`src/rtl/opb_s2p_pkg.sv`:
```
// Shared constants for the OPB Simulink-to-PPC register: register offsets,
// STATUS field positions, miss-counter ceiling and the bus-slave state enum.
package opb_s2p_pkg;

    localparam logic [31:0] OFF_DATA   = 32'h0000_0000;
    localparam logic [31:0] OFF_STATUS = 32'h0000_0004;
    localparam logic [31:0] OFF_TSTAMP = 32'h0000_0008;

    localparam int STAT_NEW_BIT  = 0;
    localparam int STAT_MISS_LSB = 8;
    localparam int STAT_MISS_W   = 8;

    localparam logic [7:0] MISS_MAX = 8'd255;

    typedef enum logic [1:0] {
        ST_IDLE = 2'd0,
        ST_ACK  = 2'd1,
        ST_HOLD = 2'd2
    } state_e;

    function automatic logic [31:0] status_word(input logic new_flag, input logic [7:0] miss_cnt);
        logic [31:0] w;
        w = '0;
        w[STAT_NEW_BIT] = new_flag;
        w[STAT_MISS_LSB +: STAT_MISS_W] = miss_cnt;
        return w;
    endfunction

endpackage

```
`src/rtl/opb_register_simulink2ppc_if.sv`:
```
// OPB slave-side signal bundle; bit 0 is the MSB, matching the OPB convention.
// master drives the request, slave returns data and handshake.
interface opb_register_simulink2ppc_if;

    logic [0:31] OPB_ABus;
    logic [0:3]  OPB_BE;
    logic [0:31] OPB_DBus;
    logic        OPB_RNW;
    logic        OPB_select;
    logic        OPB_seqAddr;

    logic [0:31] Sl_DBus;
    logic        Sl_xferAck;
    logic        Sl_errAck;
    logic        Sl_retry;
    logic        Sl_toutSup;

    modport master (
        output OPB_ABus, OPB_BE, OPB_DBus, OPB_RNW, OPB_select, OPB_seqAddr,
        input  Sl_DBus, Sl_xferAck, Sl_errAck, Sl_retry, Sl_toutSup
    );

    modport slave (
        input  OPB_ABus, OPB_BE, OPB_DBus, OPB_RNW, OPB_select, OPB_seqAddr,
        output Sl_DBus, Sl_xferAck, Sl_errAck, Sl_retry, Sl_toutSup
    );

endinterface

```
`src/rtl/opb_slave_ack.sv`:
```
// Address-window decode and IDLE/ACK/HOLD handshake FSM for a single-beat OPB slave.
// ack one cycle after a hit; next transfer only after select drops (HOLD->IDLE).
module opb_slave_ack
    import opb_s2p_pkg::*;
#(
    parameter int            AW   = 32,
    parameter logic [AW-1:0] BASE = '0,
    parameter logic [AW-1:0] HIGH = '1
) (
    input  logic          clk_i,
    input  logic          rst_n_i,
    input  logic          select_i,
    input  logic [AW-1:0] abus_i,
    output logic          ack_o,
    output logic          take_o,
    output logic [AW-1:0] off_o,
    output logic [AW-1:0] cap_off_o
);

    state_e        state_q, state_d;
    logic [AW-1:0] cap_off_q;
    logic          hit;

    assign hit    = select_i && (abus_i >= BASE) && (abus_i <= HIGH);
    assign off_o  = abus_i - BASE;
    assign take_o = (state_q == ST_IDLE) && hit;
    assign ack_o  = (state_q == ST_ACK);
    assign cap_off_o = cap_off_q;

    always_ff @(posedge clk_i or negedge rst_n_i) begin
        if (!rst_n_i) begin
            state_q   <= ST_IDLE;
            cap_off_q <= '0;
        end else begin
            state_q <= state_d;
            if (take_o) begin
                cap_off_q <= off_o;
            end
        end
    end

    always_comb begin
        state_d = state_q;
        case (state_q)
            ST_IDLE: if (hit) state_d = ST_ACK;
            ST_ACK:  state_d = ST_HOLD;
            ST_HOLD: if (!select_i) state_d = ST_IDLE;
            default: state_d = ST_IDLE;
        endcase
    end

endmodule

```
`src/rtl/opb_register_simulink2ppc.sv`:
```
// Fabric-to-PPC status register on OPB: DATA, STATUS (new/miss) and optional TSTAMP.
// Read data is a snapshot taken one cycle before xferAck; writes are acked and dropped.
// Optional cycle-stamp capture at offset 0x8 enabled by SIMULINK2PPC_TIMESTAMP_EN.
module opb_register_simulink2ppc
    import opb_s2p_pkg::*;
#(
    parameter logic [31:0] C_BASEADDR   = 32'h0100E300,
    parameter logic [31:0] C_HIGHADDR   = 32'h0100E3FF,
    parameter int          C_OPB_AWIDTH = 32,
    parameter int          C_OPB_DWIDTH = 32,
    parameter string       C_FAMILY     = "virtex6"
) (
    input  logic                         OPB_Clk,
    input  logic                         OPB_Rst_n,
    opb_register_simulink2ppc_if.slave   opb,
    input  logic [31:0]                  user_data_in,
    input  logic                         user_valid
);

    localparam string unused_family = C_FAMILY;
    localparam int    unused_dwidth = C_OPB_DWIDTH;

    logic [1:0] rst_sync_q;
    logic       rst_n;

    // Assert asynchronously, release only on an OPB_Clk edge.
    always_ff @(posedge OPB_Clk or negedge OPB_Rst_n) begin
        if (!OPB_Rst_n) begin
            rst_sync_q <= '0;
        end else begin
            rst_sync_q <= {rst_sync_q[0], 1'b1};
        end
    end
    assign rst_n = rst_sync_q[1];

    logic                    ack;
    logic                    take;
    logic [C_OPB_AWIDTH-1:0] off;
    logic [C_OPB_AWIDTH-1:0] cap_off;

    opb_slave_ack #(
        .AW   (C_OPB_AWIDTH),
        .BASE (C_BASEADDR),
        .HIGH (C_HIGHADDR)
    ) u_ack (
        .clk_i     (OPB_Clk),
        .rst_n_i   (rst_n),
        .select_i  (opb.OPB_select),
        .abus_i    (opb.OPB_ABus),
        .ack_o     (ack),
        .take_o    (take),
        .off_o     (off),
        .cap_off_o (cap_off)
    );

    logic [31:0] data_q;
    logic        new_q;
    logic [7:0]  miss_q;
    logic [31:0] snap_q;
    logic [31:0] rd_word;
    logic        clr;

`ifdef SIMULINK2PPC_TIMESTAMP_EN
    logic [31:0] ts_cnt_q;
    logic [31:0] ts_q;

    always_ff @(posedge OPB_Clk or negedge rst_n) begin
        if (!rst_n) begin
            ts_cnt_q <= '0;
            ts_q     <= '0;
        end else begin
            ts_cnt_q <= ts_cnt_q + 32'd1;
            if (user_valid) begin
                ts_q <= ts_cnt_q;
            end
        end
    end
`endif

    always_comb begin
        rd_word = '0;
        case (off)
            OFF_DATA:   rd_word = data_q;
            OFF_STATUS: rd_word = status_word(new_q, miss_q);
`ifdef SIMULINK2PPC_TIMESTAMP_EN
            OFF_TSTAMP: rd_word = ts_q;
`endif
            default:    rd_word = '0;
        endcase
    end

    assign clr = ack && opb.OPB_RNW && (cap_off == OFF_DATA);

    // A fresh update racing a clearing read keeps the flag but restarts the miss count.
    always_ff @(posedge OPB_Clk or negedge rst_n) begin
        if (!rst_n) begin
            data_q <= '0;
            new_q  <= 1'b0;
            miss_q <= '0;
            snap_q <= '0;
        end else begin
            if (take) begin
                snap_q <= rd_word;
            end
            if (user_valid) begin
                data_q <= user_data_in;
                new_q  <= 1'b1;
                if (clr) begin
                    miss_q <= '0;
                end else if (new_q && (miss_q != MISS_MAX)) begin
                    miss_q <= miss_q + 8'd1;
                end
            end else if (clr) begin
                new_q  <= 1'b0;
                miss_q <= '0;
            end
        end
    end

    assign opb.Sl_DBus    = (ack && opb.OPB_RNW) ? snap_q : '0;
    assign opb.Sl_xferAck = ack;
    assign opb.Sl_errAck  = 1'b0;
    assign opb.Sl_retry   = 1'b0;
    assign opb.Sl_toutSup = 1'b0;

    logic unused_ok;
    assign unused_ok = ^{opb.OPB_BE, opb.OPB_DBus, opb.OPB_seqAddr};

endmodule

```
`src/flat_wrapper.sv`:
```
// flat-port wrapper written by rule: the top's interface ports become plain ports
module opb_register_simulink2ppc_flat import opb_s2p_pkg::*;
#(
    parameter logic [31:0] C_BASEADDR   = 32'h0100E300,
    parameter logic [31:0] C_HIGHADDR   = 32'h0100E3FF,
    parameter int          C_OPB_AWIDTH = 32,
    parameter int          C_OPB_DWIDTH = 32,
    parameter string       C_FAMILY     = "       "
)
  (OPB_Clk, OPB_Rst_n, user_data_in, user_valid, opb_OPB_ABus, opb_OPB_BE, opb_OPB_DBus, opb_OPB_RNW, opb_OPB_select, opb_OPB_seqAddr, opb_Sl_DBus, opb_Sl_xferAck, opb_Sl_errAck, opb_Sl_retry, opb_Sl_toutSup);
  opb_register_simulink2ppc_if opb_i ();
  input  logic OPB_Clk;
  input  logic OPB_Rst_n;
  input  logic [31:0] user_data_in;
  input  logic user_valid;
  input wire logic [$bits(opb_i.OPB_ABus)-1:0] opb_OPB_ABus;
  input wire logic [$bits(opb_i.OPB_BE)-1:0] opb_OPB_BE;
  input wire logic [$bits(opb_i.OPB_DBus)-1:0] opb_OPB_DBus;
  input wire logic [$bits(opb_i.OPB_RNW)-1:0] opb_OPB_RNW;
  input wire logic [$bits(opb_i.OPB_select)-1:0] opb_OPB_select;
  input wire logic [$bits(opb_i.OPB_seqAddr)-1:0] opb_OPB_seqAddr;
  output wire logic [$bits(opb_i.Sl_DBus)-1:0] opb_Sl_DBus;
  output wire logic [$bits(opb_i.Sl_xferAck)-1:0] opb_Sl_xferAck;
  output wire logic [$bits(opb_i.Sl_errAck)-1:0] opb_Sl_errAck;
  output wire logic [$bits(opb_i.Sl_retry)-1:0] opb_Sl_retry;
  output wire logic [$bits(opb_i.Sl_toutSup)-1:0] opb_Sl_toutSup;
  assign opb_i.OPB_ABus = opb_OPB_ABus;
  assign opb_i.OPB_BE = opb_OPB_BE;
  assign opb_i.OPB_DBus = opb_OPB_DBus;
  assign opb_i.OPB_RNW = opb_OPB_RNW;
  assign opb_i.OPB_select = opb_OPB_select;
  assign opb_i.OPB_seqAddr = opb_OPB_seqAddr;
  assign opb_Sl_DBus = opb_i.Sl_DBus;
  assign opb_Sl_xferAck = opb_i.Sl_xferAck;
  assign opb_Sl_errAck = opb_i.Sl_errAck;
  assign opb_Sl_retry = opb_i.Sl_retry;
  assign opb_Sl_toutSup = opb_i.Sl_toutSup;
  opb_register_simulink2ppc #(.C_BASEADDR(C_BASEADDR), .C_HIGHADDR(C_HIGHADDR), .C_OPB_AWIDTH(C_OPB_AWIDTH), .C_OPB_DWIDTH(C_OPB_DWIDTH), .C_FAMILY(C_FAMILY)) u_core (.OPB_Clk(OPB_Clk), .OPB_Rst_n(OPB_Rst_n), .opb(opb_i), .user_data_in(user_data_in), .user_valid(user_valid));
endmodule
```
`config.mk`:
```
export PLATFORM = sky130hd
export DESIGN_NAME = opb_register_simulink2ppc_flat
export DESIGN_NICKNAME = d
export VERILOG_FILES = /design/src/rtl/opb_s2p_pkg.sv /design/src/rtl/opb_register_simulink2ppc_if.sv /design/src/rtl/opb_slave_ack.sv /design/src/rtl/opb_register_simulink2ppc.sv /design/src/flat_wrapper.sv
export SDC_FILE = /design/constraint.sdc
export NUM_CORES = 1
export LEC_CHECK = 0
export ABC_AREA = 1
export CAP_MARGIN = 20
export CORE_ASPECT_RATIO = 0.7
export CORE_UTILIZATION = 55
export CTS_BUF_LIST = sky130_fd_sc_hd__clkbuf_8
export DETAILED_ROUTE_END_ITERATION = 8
export DONT_BUFFER_PORTS = 1
export MAX_ROUTING_LAYER = met4
export PLACE_DENSITY = 0.73
export SYNTH_ARGS = -nofsm -noshare
export SYNTH_HDL_FRONTEND = slang
export SYNTH_SLANG_ARGS = --single-unit
```
`constraint.sdc`:
```
create_clock -name OPB_Clk -period 3.2 [get_ports OPB_Clk]
set_input_delay 0.64 -clock OPB_Clk [delete_from_list [all_inputs] [get_ports OPB_Clk]]
set_output_delay 0.64 -clock OPB_Clk [all_outputs]
set_load 0.01 [all_outputs]
```
==> impl_metrics.csv <==
group,metric,value,unit
floorplanning,start_util,58.0,%
sta,slew_headroom,45.8,%
clock_tree,worstSkewPairLatency,0.39,ns
finish,final_net_count,855,
synth,yosys_warnings,0,
global_route,grt_pass1_vias,4263,
synth,synth_commonest_cells,"253 x nand2_1, 109 x dfrtp_1, 82 x inv_1",
placed_design,routabilityCongestion,0.899,
synth,synth_top_family_by_area,"simple AND/OR/NAND/NOR gates",
routing,drt_pass1_iterations,5,
sta,rsz0062_at_grt,"false",
finish,diodes,0,
sta,hold_ws,0.348,ns
job,maxCapViolCount,0,
sta,fmax,0.415,GHz
synth,yosysSeqAreaShare,47.4,%
finish,multi_input_area,2500,sq um
clock_tree,htree_levels,3,
sta,timing.final.max_slew_violations,0,
power_and_ir_drop,leakage,2.90,nW
global_route,grt_use_total,26.0,%
finish,drive_above_1_share,8.39,%
synth,synth_cells,756,
synth,synthTopCellsByArea,"dfrtp_1 47%, nand2_1 17%, nand4_1 6.0%",
sta,setup_viol,0,
routing,vias,4842,
synth,synth_compound_area_share,5.20,%
status,status,"completed",
placed_design,dpl_cell_area,5820,sq um
floorplanning,design.core.area,9910,sq um
routing,drc,0,
routing,wl_per_cell,15.1,microns
floorplanning,die_h,87.6,microns
critical_path,ff2ff_path_depth,9,
routing,ant_nets,0,
synth,netlist.area_leader.share,47.4,%
clock_tree,cts_tree,"done",
global_route,antenna_found_initial,0,
global_route,grt_pass1_wl,21500,microns
hold_path,hold_depth,1,
finish,regArea,2730,sq um
sta,tns,0,ns
clock_tree,clk_pin_slew,0.11,ns
sta,finalCritPeriodShare,75.3,%
clock_tree,numCtsBuffers,9,
sta,fin_skew,0.0168,ns
global_route,overflow,0,
placed_design,port_buffers,0,
finish,fin_area,6040,sq um
synth,yosys-mux-area-fraction,0,%
clock_tree,ctsHoldBuffers,1,
clock_tree,cts.sinks,109,
sta,hold_viol_final,0,
critical_path,worstSetupPathType,"reg2reg",
routing,drt_iter0_markers,400,
sta,period_needed,2.41,ns
floorplanning,die_x,124,microns
critical_path,crit_arrival,2.71,ns
floorplanning,ios,142,
critical_path,crit_path_max_fanout,33,
synth,synth_top_area_cell,"dfrtp_1",
finish,fill_cells,930,
synth,avgSynthCellArea,7.61,sq um
clock_tree,cts_setup_buffers,0,
floorplanning,rows,30,
finish,utilization,61.0,%
clock_tree,ctsResizeCount,0,
routing,wirelength,13300,microns
routing,routed_via_density,5.51,
synth,synth.most_common_cell,"nand2_1",
synth,synth_area,5750,sq um
placed_design,dp_hpwl,9500,microns
placed_design,dp_cells,861,
hold_path,hp-class,"in2reg",
global_route,grt_max_degree,63,
critical_path,rrSetupSlack,0.79,ns
critical_path,startpoint_type,"flip-flop",
synth,async_flop_share,100,%
finish,area_growth_syn_to_layout,5.02,%
synth,synth_edf_count,0,
synth,ys_types,41,
finish,stdcell_count,879,
synth,synth_xor_area_share,1.83,%
synth,synth-main-ff-cell,"dfrtp_1",
sta,tightestPinTransition,0.813,ns
clock_tree,root_buffer,"clkbuf_8",
synth,ys_ff_latch,109,
synth,synthAdderAreaFrac,0.653,%
floorplanning,die_area,10900,sq um
power_and_ir_drop,peakVddDrop,0.000218,V
power_and_ir_drop,powerDensity,410,nW/um^2
critical_path,required,3.50,ns
synth,synth-simple-area-share,35.6,%
critical_path,endpoint_kind,"flip-flop",
clock_tree,clk_path_buf_depth,2,
## power by group
group	leakage [nW]	total (W)	internal, W	switching, W
Sequential	1.33	0.00149	0.00143	0.0000563
Combinational	1.48	0.000188	0.0000729	0.000115
Clock	0.0923	0.000802	0.000295	0.000507
Total	2.90	0.00248	0.00180	0.000679
## final cells by class
cell class,count,share of cell area [%]
Sequential cell,109,45.2
Multi-Input combinational cell,526,41.4
Inverter,88,5.47
Tap cell,128,2.65
Timing Repair Buffer,12,2.28
Clock buffer,9,2.05
Clock inverter,7,0.911
## path summary, 6_finish.rpt
path                                               from                   endpoint
worst max-delay path            u_core.u_ack.state_q[1]           u_core.miss_q[5]
worst min-delay path                    opb_OPB_ABus[8]  u_core.u_ack.cap_off_o[8]
worst max register to register  u_core.u_ack.state_q[1]           u_core.miss_q[5]
worst min register to register     u_core.rst_sync_q[0]       u_core.rst_sync_q[1]
max in group asynchronous          u_core.rst_sync_q[1]          u_core.snap_q[15]
min in group asynchronous          u_core.rst_sync_q[1]          u_core.data_q[13]
## logic make-up after synthesis
| family | Yosys count |
|---|---|
| flops | 109 |
| simple gates | 451 |
| compound gates | 56 |
| fa+ha+maj | 3 |
| buf+inv | 123 |
| other cells | 2 |
| xor+xnor | 12 |
## cell usage in the layout, fill, tap and decap left out, drive strengths merged
cell type      n
a32o           1
nand4         56
buf           11
nor2          92
a22o           1
o211ai         1
a211oi         1
nor3           7
inv           91
a21boi         2
clkinvlp       1
nor4           4
and2           1
a21oi          7
and3           2
nand3b         3
dlygate4sd3    1
clkinv         3
xnor2          4
dfrtp        109
nand3         23
xor2           8
conb           4
o21ai         43
nand2        262
clkbuf         9
or2            1
ha             3
## registers in the layout, summed over array words and instances (netlist names)
| signal | flops |
|---|---|
| u_core.snap_q | 32 |
| u_core.miss_q | 8 |
| u_core.data_q | 32 |
| u_core.rst_sync_q | 2 |
| u_core.u_ack.state_q | 2 |
| u_core.u_ack.cap_off_o | 32 |
| u_core.new_q | 1 |
## metrics by stage
stage / total power, W / setup WS [ns]
detailed placement: 0.00170 / 0.554
CTS: 0.00248 / 0.808
floorplan: 0.00165 / 1.06
global route: 0.00256 / 0.539
global placement: 0.00169 / 0.553
finish: 0.00248 / 0.790
## worst max-delay path: stages, from the launching register on
cell and delay, ns:
dfrtp_1 0.42, nor2_1 0.26, nand2_1 0.12, buf_4 0.26, nor3_1 0.16, nand4_1 0.29
nand2_1 0.36, nand2_1 0.11, o21ai_1 0.12, a21boi_0 0.21
## per-layer routing
layer / wire length, microns / track usage, % / vias up / part of all wire (%)
li1: - / - / 2364 / -
met1: 6650 / 38.8 / 2288 / 50
met2: 5620 / 35.8 / 175 / 42
met3: 855 / 4.64 / 15 / 6.4
met4: 157 / 7.67 / 0 / 1.2
met5: 0 / - / - / 0
(Power assumes the default switching activity.)
